$ cat config.mk
export PLATFORM = sky130hd
export DESIGN_NAME = send_word_as_ascii_flat
export DESIGN_NICKNAME = d
export VERILOG_FILES = /design/src/rtl/send_word_as_ascii_if.sv /design/src/rtl/send_word_as_ascii.sv /design/src/flat_wrapper.sv
export SDC_FILE = /design/constraint.sdc
export NUM_CORES = 1
export LEC_CHECK = 0
export CORE_MARGIN = 2
export CORE_UTILIZATION = 40
export CTS_BUF_LIST = sky130_fd_sc_hd__clkbuf_4 sky130_fd_sc_hd__clkbuf_8 sky130_fd_sc_hd__clkbuf_16
export DETAILED_ROUTE_END_ITERATION = 8
export HOLD_SLACK_MARGIN = 0.15
export MAX_ROUTING_LAYER = met4
export PLACE_DENSITY_LB_ADDON = 0.08
export SETUP_SLACK_MARGIN = 0.5
export SKIP_LAST_GASP = 1
export SLEW_MARGIN = 20
export SYNTH_ARGS = -nofsm -noshare
export SYNTH_HDL_FRONTEND = slang
export SYNTH_SLANG_ARGS = --single-unit
$ cat constraint.sdc
create_clock -name clk -period 2 [get_ports clk]
set_input_delay 0.4 -clock clk [delete_from_list [all_inputs] [get_ports clk]]
set_output_delay 0.4 -clock clk [all_outputs]
set_load 0.02 [all_outputs]
$ cat src/rtl/send_word_as_ascii_if.sv
// Bundle between the word sender and its environment: the request side
// (send, hex_mode, binary_in, busy, done) and the uart_tx6 side
// (en_16_x_baud, buffer_full, ascii_out, data_present).
//   master : environment view (drives requests and UART status)
//   slave  : sender view (drives characters, strobes and status)
interface send_word_as_ascii_if #(
    parameter int unsigned W = 8
) ();
    logic          en_16_x_baud;
    logic          send;
    logic          hex_mode;
    logic [W-1:0]  binary_in;
    logic          buffer_full;
    logic [7:0]    ascii_out;
    logic          data_present;
    logic          busy;
    logic          done;

    modport master (
        output en_16_x_baud, send, hex_mode, binary_in, buffer_full,
        input  ascii_out, data_present, busy, done
    );

    modport slave (
        input  en_16_x_baud, send, hex_mode, binary_in, buffer_full,
        output ascii_out, data_present, busy, done
    );
endinterface

$ cat src/rtl/send_word_as_ascii.sv
// Captures a W-bit word on send and writes it MSB-first as ASCII binary or
// uppercase hex digits into a uart_tx6 buffer, optionally followed by CR/LF.
// Ports:
//   clk, rst_n : clock, synchronous active-low reset
//   bus.slave  : en_16_x_baud, send, hex_mode, binary_in, buffer_full in;
//                ascii_out, data_present, busy, done out (all registered)
// TERM: 0 = no terminator, 1 = LF, 2 = CR then LF.
module send_word_as_ascii #(
    parameter int unsigned W    = 8,
    parameter int unsigned TERM = 2
) (
    input  logic                   clk,
    input  logic                   rst_n,
    send_word_as_ascii_if.slave    bus
);

    localparam int unsigned D_HEX = (W + 3) / 4;
    // 4*ceil(W/4) is never smaller than W, so it covers both radices.
    localparam int unsigned SR_W  = 4 * D_HEX;
    localparam int unsigned CNT_W = $clog2(W + 1);

    typedef enum logic [1:0] {
        IDLE,
        DIGITS,
        CR,
        LF
    } state_t;

    state_t            state_q, state_d;
    logic [SR_W-1:0]   sr_q, sr_d;
    logic [CNT_W-1:0]  cnt_q, cnt_d;
    logic              hex_q, hex_d;
    logic [7:0]        ascii_q, ascii_d;
    logic              dp_q, dp_d;
    logic              busy_q, busy_d;
    logic              done_q, done_d;

    logic              write_c;
    logic [3:0]        nib_c;
    logic [7:0]        digit_c;
    state_t            after_digits_c;

    // State and registered outputs.
    always_ff @(posedge clk) begin
        if (!rst_n) begin
            state_q <= IDLE;
            sr_q    <= '0;
            cnt_q   <= '0;
            hex_q   <= 1'b0;
            ascii_q <= 8'h00;
            dp_q    <= 1'b0;
            busy_q  <= 1'b0;
            done_q  <= 1'b0;
        end else begin
            state_q <= state_d;
            sr_q    <= sr_d;
            cnt_q   <= cnt_d;
            hex_q   <= hex_d;
            ascii_q <= ascii_d;
            dp_q    <= dp_d;
            busy_q  <= busy_d;
            done_q  <= done_d;
        end
    end

    // Next-state, datapath and output logic.
    always_comb begin
        state_d = state_q;
        sr_d    = sr_q;
        cnt_d   = cnt_q;
        hex_d   = hex_q;
        ascii_d = ascii_q;
        dp_d    = 1'b0;
        busy_d  = busy_q;
        done_d  = 1'b0;

        write_c = bus.en_16_x_baud && !bus.buffer_full;

        // Hex 10..15 maps to 'A'..'F': 0x41 - 10 = 0x37.
        nib_c = sr_q[SR_W-1 -: 4];
        if (hex_q) begin
            digit_c = (nib_c < 4'd10) ? (8'h30 + {4'h0, nib_c})
                                      : (8'h37 + {4'h0, nib_c});
        end else begin
            digit_c = sr_q[W-1] ? 8'h31 : 8'h30;
        end

        if (TERM == 2) begin
            after_digits_c = CR;
        end else if (TERM == 1) begin
            after_digits_c = LF;
        end else begin
            after_digits_c = IDLE;
        end

        case (state_q)
            IDLE: begin
                if (bus.send) begin
                    sr_d    = SR_W'(bus.binary_in);
                    hex_d   = bus.hex_mode;
                    cnt_d   = bus.hex_mode ? CNT_W'(D_HEX) : CNT_W'(W);
                    state_d = DIGITS;
                    busy_d  = 1'b1;
                end
            end
            DIGITS: begin
                if (write_c) begin
                    ascii_d = digit_c;
                    dp_d    = 1'b1;
                    sr_d    = hex_q ? (sr_q << 4) : (sr_q << 1);
                    cnt_d   = cnt_q - CNT_W'(1);
                    if (cnt_q == CNT_W'(1)) begin
                        state_d = after_digits_c;
                        if (after_digits_c == IDLE) begin
                            done_d = 1'b1;
                            busy_d = 1'b0;
                        end
                    end
                end
            end
            CR: begin
                if (write_c) begin
                    ascii_d = 8'h0D;
                    dp_d    = 1'b1;
                    state_d = LF;
                end
            end
            LF: begin
                if (write_c) begin
                    ascii_d = 8'h0A;
                    dp_d    = 1'b1;
                    state_d = IDLE;
                    done_d  = 1'b1;
                    busy_d  = 1'b0;
                end
            end
            default: begin
                state_d = IDLE;
            end
        endcase
    end

    assign bus.ascii_out    = ascii_q;
    assign bus.data_present = dp_q;
    assign bus.busy         = busy_q;
    assign bus.done         = done_q;

endmodule

$ cat src/flat_wrapper.sv
// flat-port wrapper written by rule: the top's interface ports become plain ports
module send_word_as_ascii_flat 
#(
    parameter int unsigned W    = 8,
    parameter int unsigned TERM = 2
)
  (clk, rst_n, bus_en_16_x_baud, bus_send, bus_hex_mode, bus_binary_in, bus_buffer_full, bus_ascii_out, bus_data_present, bus_busy, bus_done);
  send_word_as_ascii_if #(.W(W)) bus_i ();
  input  logic clk;
  input  logic rst_n;
  input wire logic [$bits(bus_i.en_16_x_baud)-1:0] bus_en_16_x_baud;
  input wire logic [$bits(bus_i.send)-1:0] bus_send;
  input wire logic [$bits(bus_i.hex_mode)-1:0] bus_hex_mode;
  input wire logic [$bits(bus_i.binary_in)-1:0] bus_binary_in;
  input wire logic [$bits(bus_i.buffer_full)-1:0] bus_buffer_full;
  output wire logic [$bits(bus_i.ascii_out)-1:0] bus_ascii_out;
  output wire logic [$bits(bus_i.data_present)-1:0] bus_data_present;
  output wire logic [$bits(bus_i.busy)-1:0] bus_busy;
  output wire logic [$bits(bus_i.done)-1:0] bus_done;
  assign bus_i.en_16_x_baud = bus_en_16_x_baud;
  assign bus_i.send = bus_send;
  assign bus_i.hex_mode = bus_hex_mode;
  assign bus_i.binary_in = bus_binary_in;
  assign bus_i.buffer_full = bus_buffer_full;
  assign bus_ascii_out = bus_i.ascii_out;
  assign bus_data_present = bus_i.data_present;
  assign bus_busy = bus_i.busy;
  assign bus_done = bus_i.done;
  send_word_as_ascii #(.W(W), .TERM(TERM)) u_core (.clk(clk), .rst_n(rst_n), .bus(bus_i));
endmodule
After elaboration in Yosys (flattened, before gate mapping)
Cells that the tools add are included.
{"block": "op_classes", "eq_ne": 9, "mux": 25, "reduce_logical": 14, "n_lt_le_gt_ge": 1, "add_sub_neg": 3}
{"cell": "$mux 8", "n": 8}
{"cell": "$pmux 8 s3", "n": 1}
{"cell": "$pmux 8 s2", "n": 1}
{"cell": "$add 6x4->7 const A", "n": 2}
{"cell": "$mux 4", "n": 3}
{"cell": "$mux 2", "n": 5}
{"cell": "$ne 2x1->1 const B", "n": 4}
{"cell": "$pmux 2 s4", "n": 1}
{"cell": "$pmux 4 s2", "n": 1}
{"cell": "$reduce_and 2->1", "n": 3}
{"cell": "$reduce_and 3->1", "n": 2}
{"cell": "$reduce_and 5->1", "n": 1}
{"cell": "$eq 2x2->1 const B", "n": 2}
{"cell": "$eq 4x1->1 const B", "n": 1}
{"cell": "$lt 4x4->1 const B", "n": 1}
{"cell": "$mux 1", "n": 4}
{"cell": "$reduce_and 4->1", "n": 1}
{"cell": "$reduce_bool 2->1", "n": 2}
{"cell": "$sub 4x1->4 const B", "n": 1}
{"cell": "$reduce_bool 3->1", "n": 1}
{"cell": "$reduce_or 3->1", "n": 1}
{"cell": "$eq 2x1->1 const B", "n": 1}
{"cell": "$logic_not 2->1", "n": 1}
{"cell": "$ne 2x2->1 const B", "n": 1}
{"cell": "3 further kinds", "n": 3}
{"block": "word_totals", "reg_bits": 26, "output_inout_bits": 11}

Longest topological paths before layout
{"block": "logic_depth", "ltp_word": 5, "depth_mapped": 8, "depth_no_buf": 6}

Worst setup path before layout
Ideal clock, no wire load.
{"block": "synth_path", "kind": "register to register", "start": "register u_core.state_q[1]", "end": "register u_core.sr_q[2]", "setup_slack_ns": 0.254, "required_ns": 1.875, "stages_incl_launch_ff": 8, "arrival_time_ns": 1.621, "setup_time_ns": 0.125, "path_cell_list": "dfxtp_1 > inv_1 > ha_1 > and2b_4 > a211o_1 > buf_6 > a222oi_1 > nor2b_1"}
{"block": "synth_between", "elab_chain_cells": 3}
{"element": "from (decl)", "line": "send_word_as_ascii.sv:29", "rtl": "state_t state_q, state_d;"}
{"element": "from (signal assigned)", "line": "send_word_as_ascii.sv:55", "rtl": "state_q <= state_d;"}
{"element": "$eq 2x1->1 or $logic_not 2->1 (tied branches)", "line": "send_word_as_ascii.sv:96", "rtl": "case (state_q)"}
{"element": "$ne 2x1->1 (no line), or another cell as far along"}
{"element": "$reduce_and 3->1 (no line)"}
{"element": "to (signal assigned)", "line": "send_word_as_ascii.sv:56", "rtl": "sr_q <= sr_d;"}
{"element": "to (decl)", "line": "send_word_as_ascii.sv:30", "rtl": "logic [SR_W-1:0] sr_q, sr_d;"}
Several ways; a longest one is shown, not always the timed one.
A chain may end at the register's enable or synchronous reset.

Worst setup path after layout
{"block": "layout_path", "start": "register u_core.state_q[1]", "end": "register u_core.ascii_q[6], in the netlist u_core.bus.ascii_out[6]"}
{"block": "layout_between", "elab_chain_cells": 3}
{"element": "$eq 2x2->1 or $eq 2x1->1 (tied branches)", "line": "send_word_as_ascii.sv:96"}
{"element": "$ne 2x1->1 (no line) or $reduce_bool 3->1 (tied branches)"}
{"element": "$reduce_and 4->1 (no line)"}
{"element": "to (signal assigned)", "line": "send_word_as_ascii.sv:59", "rtl": "ascii_q <= ascii_d;"}
{"element": "to (decl)", "line": "send_word_as_ascii.sv:33", "rtl": "logic [7:0] ascii_q, ascii_d;"}
Several ways; a longest one is shown, not always the timed one.

==> reports/qor.yml <==
status: "complete, no violations"
drc: 0
synth_mux_area_share_pct: 3.55
place_inst: 231
syn_inst: 165
start_kind: "flip-flop"
htreeDepth: 1
clock-sinks: 25
die_w_um: 64.1
whs_ns: 0.484
layout.nets: 237
fin_crit_ns: 1.65
fin_ws_ns: 0.345
rsz0062_at_grt: "yes"
r2r-start: "u_core.state_q[1]$_SDFFE_PN0P_"
crit_family: "simple AND/OR/NAND/NOR gates"
crit_top_cell: "buf_6"
fin_skew_ns: 0.00539
slew_viol_final: 0
cp-end-kind: "flip-flop"
ys_warn_count: 0
rrSetupSlack_ns: 0.35
diodes: 0
post-place-ws_ns: -0.0321
antenna_found_initial: 0
synthesis.nets: 187
grt_max_degree: 27
drtIter0Drc: 123
dpl.hpwl_mm: 2.29
synth-simple-area-share_pct: 20.5
clock_path_buffers: 2
hp-start: "u_core.bus.ascii_out[4]$_SDFFE_PN0P_"
synth_compound_area_share_pct: 27.7
slowest_delay_ns: 0.40
io_buffers: 23
drt.antenna.violating_nets: 0
die_area_um2: 4110
drive_gt1_share_pct: 33.2
max_freq_mhz: 604
post-route-util_pct: 62.9
wl_per_cell_um: 14.2
setup_viol: 0
cts_tree: "done"
r2r-end: "u_core.bus.ascii_out[6]$_SDFFE_PN0P_"
cp_data_required_time_ns: 2.23
p_leak_nw: 0.871
drtPass1Iterations: 5
core_region_area_um2: 3420
vias: 1375
crit_fanout: 6
dieHeight_um: 64.1
synth_xor_area_share_pct: 0
syn_area_per_cell_um2: 8.77
ys_seq_elements: 25
synth_cell_type_count: 46
row_count: 21
powerDensity_nw_per_um2: 1500
min_path_cells: 2
crit_chain: "buf_6 -> ha_4 -> or3_4 -> a21oi_4 -> buf_6 -> nor2b_1 -> o21a_1"
routabilityCongestion: 0.767
hold-path-endpoint: "u_core.bus.ascii_out[4]$_SDFFE_PN0P_"
setup.worst_path.start: "u_core.state_q[1]$_SDFFE_PN0P_"
synth_area_leaders: "dfxtp_1 (35%), ha_1 (6.9%), nand2_1 (4.9%)"
critPathBufInv: 2
initial_utilization_pct: 42.3
peakVddDrop_mv: 0.685
maxCapViolations: 0
ys_seq_area_share_pct: 34.6
synth.largest_area_cell: "dfxtp_1"
grt_pass1_vias: 1367
path_class: "reg2reg"
gr-total-overflow: 0
grt_util_all_layers_pct: 20.0
synth_area_um2: 1450
synth_top_family_by_area: "compound AO/OA/AOI/OAI gates"
instances_no_fill: 260
grt_pass1_wl_mm: 6.41
insertion_delay_ns: 0.31
viasPerCell: 5.29
period_share_pct: 82.7
synth-async-reset-ratio_pct: 0
synth_edf_count: 0
drt-total-wl_mm: 3.68
fillers: 295
clkTransAtPathRegs_ns: 0.13
synth-adder-area-share_pct: 6.92
hold_class: "reg2reg"
cts_buffers: 3
hold_buffers: 0
root_buffer: "clkbuf_4"
synth_top_area_share_pct: 34.6
syn_to_final_growth_pct: 48.4
pin_count: 25
ys.flop_type: "dfxtp_1"
reg2regPathDepth: 7
hold_violations: 0
crit_slowest_cell: "dfxtp_4"
arrival_ns: 1.88
## metal layers
metal	track usage (%)	vias to the layer above	share of wire, %
met4	5.05	0	0.54
met2	35.4	20	52
met5	-	-	0
li1	-	693	-
met3	2.64	2	3.1
met1	24.0	660	45
## cells in the final DEF (no fill, tap or decap), types with 7 or more instances in the layout
master and n:
buf_4 21, inv_1 7, clkdlybuf4s50_1 13, dfxtp_1 23
nand2_1 17, dlygate4sd2_1 8, a21boi_1 8, nor2b_1 8
buf_6 10
## where the power goes
group / internal [W] / leakage, nW / switching [W] / total (W)
registers: 0.000672 / 0.206 / 0.000208 / 0.000880
logic: 0.00112 / 0.647 / 0.000974 / 0.00209
clock network: 0.0000914 / 0.0184 / 0.000152 / 0.000244
total: 0.00188 / 0.871 / 0.00133 / 0.00321
## cell type report
class / instances / area, µm² / area share, %
clock buffers: 4 / 30.0 / 1.40
well taps: 46 / 57.6 / 2.68
flip-flops and latches: 25 / 508 / 23.7
multi-input cells: 122 / 1020 / 47.5
inverters: 9 / 41.3 / 1.92
repair buffers: 54 / 490 / 22.8
## timing repair
| action | CTS | global route |
|---|---|---|
| gates cloned | 1 | 0 |
| pin swaps | 13 | 9 |
| endpoints found under the setup margin | 29 | 23 |
| gates resized for setup | 48 | 11 |
| setup buffers | 17 | 7 |
## worst reg2reg max path, delay by kind of cell (launching register included)
| family | cells | cell delay [ns] |
|---|---|---|
| compound gates | 2 | 0.34 |
| fa+ha+maj | 1 | 0.15 |
| buf+inv | 2 | 0.27 |
| flops | 1 | 0.40 |
| simple gates | 2 | 0.42 |
## Yosys cell counts (3+ instances only)
cell and n:
nand2b_1 4, inv_1 9, nor2b_1 8, a222oi_1 3
clkbuf_1 4, ha_1 8, mux2i_1 4, buf_2 3
o21ai_0 9, a21boi_0 8, o211a_1 3, a21oi_1 7
nand2_1 19, nor2_1 6, o211ai_1 5, dfxtp_1 25
## cell families after synthesis
family,count (synthesis)
flip-flops,25
other,1
adder cells (fa/ha/maj),8
buffers and inverters,19
multiplexers,5
AO/OA/AOI/OAI,54
AND/OR/NAND/NOR,53
## flip-flops by register name (all words and copies together) (netlist names)
signal / flops
u_core.bus.busy: 1
u_core.bus.done: 1
u_core.bus.ascii_out: 7
u_core.sr_q: 8
u_core.state_q: 2
u_core.hex_q: 1
u_core.cnt_q: 4
u_core.bus.data_present: 1
## per-stage QoR
step | setup TNS [ns] | total power, W | area (µm²)
final | 0 | 0.00321 | 2150
after detailed placement | -0.0364 | 0.00227 | 1770
after CTS | 0 | 0.00301 | 2060
after global placement | 0 | 0.00224 | 1770
after global routing | 0 | 0.00346 | 2150
after floorplan | 0 | 0.00189 | 1500
## worst max path at each step
stage / endpoint / slack (ns) / cells past startpoint
after floorplan: u_core.bus.ascii_out[1]$_SDFFE_PN0P_ / 0.40 / 6
after global placement: u_core.bus.ascii_out[6]$_SDFFE_PN0P_ / 0.02 / 5
after detailed placement: u_core.bus.ascii_out[5]$_SDFFE_PN0P_ / -0.03 / 5
after CTS: u_core.sr_q[3]$_SDFFE_PN0P_ / 0.32 / 6
after global routing: u_core.sr_q[2]$_SDFFE_PN0P_ / 0.27 / 6
final: u_core.bus.ascii_out[6]$_SDFFE_PN0P_ / 0.35 / 7
No activity file was read; power rests on OpenSTA's default activity.
